**config.mk**
```make
export PLATFORM = sky130hd
export DESIGN_NAME = pipelined_adder_tree
export DESIGN_NICKNAME = d
export VERILOG_FILES = /design/src/rtl/pipelined_adder_tree.sv
export SDC_FILE = /design/constraint.sdc
export NUM_CORES = 1
export LEC_CHECK = 0
export CORE_ASPECT_RATIO = 1.25
export CORE_UTILIZATION = 47
export DETAILED_ROUTE_END_ITERATION = 8
export GPL_TIMING_DRIVEN = 1
export PLACE_DENSITY_LB_ADDON = 0.3
export SYNTH_ARGS = -nofsm -noshare
export SYNTH_HDL_FRONTEND = slang
export SYNTH_SLANG_ARGS = --single-unit
```
**constraint.sdc**
```tcl
create_clock -name clk -period 1.57 [get_ports clk]
set_clock_uncertainty 0.05 [all_clocks]
set_input_delay 0.314 -clock clk [delete_from_list [all_inputs] [get_ports clk]]
set_output_delay 0.314 -clock clk [all_outputs]
set_load 0.02 [all_outputs]
```
**src/rtl/pipelined_adder_tree.sv**
```systemverilog
`default_nettype none
// ============================================================================
// Module      : pipelined_adder_tree
// Description : Pipelined multi-operand adder tree with a valid/ready handshake.
// Revision    : 1.0 - initial release
// ============================================================================
module pipelined_adder_tree #(
    parameter int SIZE        = 5,
    parameter int DATA_WIDTH  = 4,
    parameter int SIGNED_MODE = 0
) (
    input  logic                                   clk,
    input  logic                                   rst_n,
    input  logic                                   clear,
    input  logic                                   in_valid,
    output logic                                   in_ready,
    input  logic [SIZE*DATA_WIDTH-1:0]             inputs,
    output logic                                   out_valid,
    input  logic                                   out_ready,
    output logic [DATA_WIDTH+$clog2(SIZE)-1:0]     out_sum
);

    localparam int LEVELS    = $clog2(SIZE);
    localparam int STAGES    = (LEVELS > 1) ? LEVELS : 1;
    localparam bit SX        = (SIGNED_MODE != 0);

    function automatic int node_count(input int lvl);
        return (SIZE + (1 << lvl) - 1) >> lvl;
    endfunction

    logic              en;
    logic [STAGES-1:0] vld_q;
    logic [STAGES-1:0] vld_d;

    assign out_valid = vld_q[STAGES-1];
    assign en        = out_ready | ~out_valid;
    assign in_ready  = en;

    // Clear only kills valid bits; data registers are don't-care without them.
    always_comb begin
        vld_d = vld_q;
        if (clear) begin
            vld_d = '0;
        end else if (en) begin
            vld_d = (vld_q << 1) | STAGES'(in_valid);
        end
    end

    always_ff @(posedge clk or negedge rst_n) begin
        if (!rst_n) begin
            vld_q <= '0;
        end else begin
            vld_q <= vld_d;
        end
    end

    generate
        if (LEVELS == 0) begin : g_single
            logic [DATA_WIDTH-1:0] data_q;

            always_ff @(posedge clk or negedge rst_n) begin
                if (!rst_n) begin
                    data_q <= '0;
                end else if (en) begin
                    data_q <= inputs;
                end
            end

            assign out_sum = data_q;
        end else begin : g_tree
            for (genvar k = 1; k <= LEVELS; k++) begin : g_lvl
                localparam int W_IN = DATA_WIDTH + k - 1;
                localparam int W    = DATA_WIDTH + k;
                localparam int M    = node_count(k - 1);
                localparam int C    = node_count(k);

                logic [M*W_IN-1:0] prev;
                logic [C*W-1:0]    data_d;
                logic [C*W-1:0]    data_q;

                if (k == 1) begin : g_src_in
                    assign prev = inputs;
                end else begin : g_src_lvl
                    assign prev = g_lvl[k-1].data_q;
                end

                // Odd leftover operand is extended and added to zero (pass-through).
                for (genvar j = 0; j < C; j++) begin : g_node
                    logic [W-1:0] a;
                    logic [W-1:0] b;

                    assign a = {prev[(2*j+1)*W_IN-1] & SX, prev[2*j*W_IN +: W_IN]};
                    if (2*j + 1 < M) begin : g_add
                        assign b = {prev[(2*j+2)*W_IN-1] & SX, prev[(2*j+1)*W_IN +: W_IN]};
                    end else begin : g_pass
                        assign b = '0;
                    end
                    assign data_d[j*W +: W] = a + b;
                end

                always_ff @(posedge clk or negedge rst_n) begin
                    if (!rst_n) begin
                        data_q <= '0;
                    end else if (en) begin
                        data_q <= data_d;
                    end
                end
            end

            assign out_sum = g_lvl[LEVELS].data_q;
        end
    endgenerate

endmodule
`default_nettype wire

```
==> reports/metrics.csv, run 1 <==
stage,metric,value,unit
finish,footprint of the multi-input gates,946,um2
sta,Final period util,104,%
cts,CTS root buffer,clkbuf_8,
global_route,grt ovf,0,
logic_synthesis,"Seq/Total Area, Yosys",46.5,%
finish,Inserted Diodes,0,
floorplan,Starting Density,48.7,%
worst_setup_path,CP required,1680,ps
cts,Skew-Pair Late Insertion Delay,290,ps
sta,worst slew pin tran,371,ps
sta,Final Hold Viols,0,
global_route,initial antenna violation count,0,
cts,CTS Sinks,34,
finish,share of layout cells above drive strength 1,14.5,%
drt,average vias per placed instance,5.04,
logic_synthesis,Netlist cell types,25,
logic_synthesis,Post-Syn Nets,237,
worst_setup_path,RR Endpoint,out_sum[4]$_DFFE_PN0P_,
worst_hold_path,HP Class,in -> async,
drt,Final ANT Viol Nets,0,
cts,CTS buffer count,5,
floorplan,total die area,4150,um2
worst_setup_path,Reg-to-Reg Start,g_tree.g_lvl[2].data_q[0]$_DFFE_PN0P_,
placement,number of port buffers,33,
power,Final Power,2.95,mW
cts,CTS H-tree lvls,2,
floorplan,height of the die,71.8,um
floorplan,chip width,57.8,um
run_status,outcome,"complete, but fails checks",
drt,routed wire length,3200,um
floorplan,IO Pins,34,
finish,most frequent cells in the layout,"nand2_1 (57), dfrtp_1 (34), clkdlybuf4s50_1 (22)",
worst_setup_path,largest fanout on the critical path,2,
cts,CTS tree,done,
drt,vias,1386,
cts,Bufs on Longest Clock Path,2,
finish,Final Net Count,280,
worst_setup_path,Worst R2R Setup Slack,-60,ps
worst_setup_path,Worst Reg2Reg Path Length in Cells,6,
sta,Fmax,613,MHz
drt,first drt pass iteration count,6,
logic_synthesis,syn_area_per_cell,9.58,um2
placement,RePlAce Congestion,0.776,
global_route,first-pass GRT wire length,5560,um
global_route,vias in the first global route,1339,
finish,Syn-to-layout area delta,29.3,%
floorplan,Site Rows,25,
run_status,failing checks,"DRC, setup timing",
finish,"most common cell after layout, fill and taps aside",nand2_1,
floorplan,Core Area,3750,um2
logic_synthesis,Post-Synthesis Cells,191,
drt,Wirelength per Cell,11.6,um
sta,RSZ-0062 raised after global routing,yes,
logic_synthesis,yosys warns,0,
placement,hpwl dp,2340,um
power,worst vdd ir,0.000529,V
flow_run,max_cap viols,0,
global_route,GRT Total Usage,17.9,%
sta,minimum clock period,1630,ps
worst_setup_path,crit path launch type,flop,
worst_setup_path,CP arrival,1750,ps
finish,final cell count without fillers,275,
power,Leakage,1.13,nW
drt,initial drt markers,57,
sta,final slew viol count,0,
sta,post-route setup slack,-61.5,ps
global_route,largest net degree at the start of global routing,40,
finish,number of filler cells placed in the layout,335,
logic_synthesis,post-synthesis register bit count,34,
worst_setup_path,Critical Path Sink Type,flop,
logic_synthesis,Synth Cell Area,1830,um2
power,pwr dens,1250,nW/um2
sta,worst rel slew slack,75.3,%
worst_setup_path,Worst Setup Path Type,reg -> reg,
finish,register area,851,um2
drt,DR DRC count,4,
sta,setup violators final,2,
cts,clock-pin slew on the worst setup and hold paths,70,ps
placement,cell count after placement,266,
## repair_timing
| item | 4_1_cts | 5_1_grt |
|---|---|---|
| setup buffers | 1 | 0 |
| hold buffers | 0 | 0 |
| pin swaps | 7 | 8 |
| endpoints found under the setup margin | 13 | 8 |
| resized for setup | 18 | 5 |
## stage by stage
| stage | hold WS (ps) | setup slack [ps] | TNS (ps) | util (%) | instance area (um2) |
|---|---|---|---|---|---|
| floorplan | -31.6 | -2.33 | -2.36 | - | 1840 |
| global placement | 402 | -341 | -2470 | 60.0 | 2250 |
| detailed placement | 405 | -357 | -2970 | 60.0 | 2250 |
| CTS | 344 | -73.5 | -144 | 62.3 | 2340 |
| global route | 350 | -156 | -366 | 63.0 | 2360 |
| finish | 342 | -61.5 | -112 | 63.0 | 2360 |
## synth_stat cells
cell,number,area [um2]
nor2b_4,1,13.8
xnor2_1,3,26.3
buf_6,2,22.5
ha_1,17,213
o211ai_1,1,7.51
nor2_1,12,45.0
a21o_1,6,45.0
a21oi_2,1,8.76
a211oi_1,2,15.0
o21ai_1,3,15.0
buf_2,3,15.0
nor2b_1,2,12.5
xor2_1,7,61.3
buf_4,2,15.0
a22o_1,1,8.76
a21oi_1,13,65.1
o21ai_0,10,50.1
inv_1,6,22.5
dfrtp_1,34,851
fa_1,4,80.1
nand2_1,57,214
and2_0,1,6.26
nand3_1,1,5.00
o31ai_1,1,7.51
inv_2,1,3.75
## logic make-up after synthesis
| group | count (synthesis) | share of synthesized area, % |
|---|---|---|
| AND/OR/NAND/NOR | 74 | 16.2 |
| AO/OA/AOI/OAI | 38 | 12.2 |
| flip-flops | 34 | 46.5 |
| adder cells (fa/ha/maj) | 21 | 16.0 |
| buffers and inverters | 14 | 4.31 |
| XOR/XNOR | 10 | 4.79 |
## final cells by class
type / count / area share, %
multi-input combinational: 143 / 40.0
sequential: 34 / 36.0
timing repair buffer: 43 / 16.9
clock buffer: 7 / 3.65
tap: 40 / 2.12
inverter: 7 / 1.11
clock inverter: 1 / 0.212
## power breakdown
group,leakage [nW],switching (mW),internal [mW]
logic,0.677,0.525,0.540
registers,0.406,0.146,1.09
clock network,0.0482,0.299,0.353
## flip-flops by register name, indices dropped and copies added (netlist names)
signal	cells
g_tree.g_lvl.data_q	24
out_sum	7
vld_q	3
## worst max-delay path: stages, from the launching register on
cell     delay [ps]
dfrtp_1         380
ha_2            210
fa_2            340
a21o_1          170
a21oi_2         140
xor2_1          150
o21ai_1          70
## per-layer routing
layer | share of wire (%) | wire [um] | GRT usage, % | vias up
li1 | - | - | - | 708
met1 | 42 | 1350 | 18.8 | 645
met2 | 53 | 1690 | 32.3 | 26
met3 | 3.1 | 100 | 5.42 | 7
met4 | 2.0 | 65 | 7.94 | 0
met5 | 0 | 0 | 0 | -
## worst max path at each step
stage / startpoint / end / slack, ps / cells past startpoint
global placement: out_ready / in_ready / -340 / 4
floorplan: g_tree.g_lvl[2].data_q[0]$_DFFE_PN0P_ / out_sum[4]$_DFFE_PN0P_ / -2 / 6
detailed placement: inputs[0] / g_tree.g_lvl[1].data_q[4]$_DFFE_PN0P_ / -360 / 7
CTS: g_tree.g_lvl[2].data_q[0]$_DFFE_PN0P_ / out_sum[4]$_DFFE_PN0P_ / -70 / 6
global route: g_tree.g_lvl[1].data_q[0]$_DFFE_PN0P_ / g_tree.g_lvl[2].data_q[4]$_DFFE_PN0P_ / -160 / 6
finish: g_tree.g_lvl[2].data_q[0]$_DFFE_PN0P_ / out_sum[4]$_DFFE_PN0P_ / -60 / 6
(Power assumes the default switching activity.)
==> run 2, diff against run 1 <==
- CORE_UTILIZATION: 47 -> 56
- GPL_ROUTABILITY_DRIVEN: unset -> 0
- clock period: 1.57 -> 2 ns (I/O delays scaled with it)
==> run 2 against run 1 <==
Effect of this change: the run now ends clean; hold slack improved by 49 ps; setup slack improved by 240 ps; sequential share of layout area increased by 2.1 points; critical path type is now in -> out; highest routed layer unchanged.
==> reports/metrics.csv, run 2 (synthesis results as in run 1) <==
stage,metric,value,unit
run_status,outcome,completed,
cts,CTS root buffer,clkbuf_4,
finish,max reg flops,24,
cts,Bufs on Longest Clock Path,2,
sta,worst rel slew slack,71.8,%
cts,clock-pin slew on the worst setup and hold paths,100,ps
power,Leakage,1.06,nW
placement,hpwl dp,2520,um
sta,minimum clock period,1820,ps
power,register share of total power,44.0,%
flow_run,max_cap viols,0,
sta,final slew viol count,0,
worst_setup_path,Critical Path Sink Type,primary output,
placement,Post-DP Area,2170,um2
worst_setup_path,Worst Reg2Reg Path Length in Cells,6,
worst_setup_path,crit path launch type,input pin,
floorplan,Site Rows,22,
worst_setup_path,max incr delay on CP,440,ps
cts,CTS H-tree lvls,2,
worst_setup_path,"Largest delay share family, worst path",buffers and inverters,
global_route,first-pass GRT wire length,5890,um
worst_setup_path,CP Depth,4,
finish,Biggest register,g_tree.g_lvl.data_q,
power,Cell Int Power,1.44,mW
drt,first drt pass iteration count,4,
worst_setup_path,CP required,1550,ps
drt,routed wire length,3320,um
floorplan,chip width,53.1,um
worst_hold_path,HP Class,in -> async,
global_route,GRT met2 Usage,44.5,%
finish,post-route cell area,2240,um2
global_route,initial antenna violation count,0,
worst_setup_path,Bufs and invs on worst path,3,
global_route,met3 Use GR,5.29,%
floorplan,IO Pins,34,
worst_setup_path,crit-path cells,"clkdlybuf4s50_1, nor2b_4, inv_2, dlygate4sd2_1",
finish,Inserted Diodes,0,
cts,Skew-Pair Late Insertion Delay,350,ps
sta,Final Hold Viols,0,
floorplan,Starting Density,60.4,%
worst_setup_path,"Slowest-stage cell, CP",clkdlybuf4s50_1,
worst_setup_path,Worst Setup Path Type,in -> out,
finish,final cell count without fillers,264,
floorplan,Core Area,3030,um2
power,Psw,0.749,mW
sta,setup_tns,0,ps
drt,DR DRC count,0,
drt,Final ANT Viol Nets,0,
floorplan,height of the die,65.9,um
drt,Wirelength per Cell,12.6,um
cts,CTS buffer count,5,
finish,most frequent cells in the layout,"nand2_1 (57), dfrtp_1 (34), clkdlybuf4s50_1 (32)",
floorplan,total die area,3500,um2
finish,fin util,73.9,%
finish,share of layout cells above drive strength 1,6.14,%
finish,"most common cell after layout, fill and taps aside",nand2_1,
global_route,global route hottest layer,met2,
cts,CTS Sinks,34,
global_route,grt ovf,0,
power,worst vdd ir,0.000659,V
sta,hold_ws,390,ps
global_route,vias in the first global route,1447,
power,pwr dens,976,nW/um2
sta,post-route setup slack,182,ps
cts,Post-CTS Setup Inserts,0,
cts,number of gates resized after CTS,1,
power,Clk pwr share,18.7,%
sta,Fmax,550,MHz
power,Final Power,2.18,mW
worst_setup_path,CP arrival,1370,ps
sta,Final period util,90.9,%
cts,# hold bufs at CTS,0,
placement,number of port buffers,33,
power,combinational power share,37.3,%
global_route,met1 Use GR,23.2,%
drt,average vias per placed instance,5.28,
placement,dpl ws,-68.8,ps
placement,cell count after placement,256,
sta,setup violators final,0,
drt,initial drt markers,42,
worst_setup_path,largest fanout on the critical path,2,
sta,worst slew pin tran,423,ps
drt,vias,1394,
cts,CTS tree,done,
sta,RSZ-0062 raised after global routing,no,
global_route,largest net degree at the start of global routing,40,
finish,Final Net Count,273,
finish,Syn-to-layout area delta,22.3,%
global_route,GRT Total Usage,23.9,%
power,sw frac,34.3,%
-- run 2: layer usage --
metal,up-vias,routed length [um]
met5,-,0
met4,0,98
met3,12,121
met2,29,1790
met1,655,1310
li1,698,-
-- run 2: power by group through the flow --
stage                     logic [mW]  clock network [mW]  registers, mW
after detailed placement       0.823                   0          0.979
final                          0.815               0.409          0.960
after global placement         0.778                   0          0.969
after global routing           0.919               0.450          0.982
after CTS                      0.825               0.418          0.965
after floorplan                0.459                   0           1.04
-- run 2: layout make-up --
type | instances | area, um2
clock buffer | 6 | 51.3
clock inverter | 2 | 12.5
fill | 220 | 791
inverter | 7 | 26.3
multi-input combinational | 143 | 900
sequential | 34 | 851
tap | 36 | 45.0
timing repair buffer | 36 | 352
-- run 2: final timing paths --
check | slack, ps | end | start
hold reg to reg | 430 | g_tree.g_lvl[2].data_q[8]$_DFFE_PN0P_ | g_tree.g_lvl[1].data_q[12]$_DFFE_PN0P_
hold / removal | 390 | vld_q[2]$_DFFE_PN0P_ | rst_n
setup / recovery | 180 | in_ready | out_ready
min in group clk | 430 | g_tree.g_lvl[2].data_q[8]$_DFFE_PN0P_ | g_tree.g_lvl[1].data_q[12]$_DFFE_PN0P_
max in group asynchronous | 1210 | g_tree.g_lvl[1].data_q[6]$_DFFE_PN0P_ | rst_n
setup reg to reg | 190 | out_sum[4]$_DFFE_PN0P_ | g_tree.g_lvl[2].data_q[0]$_DFFE_PN0P_
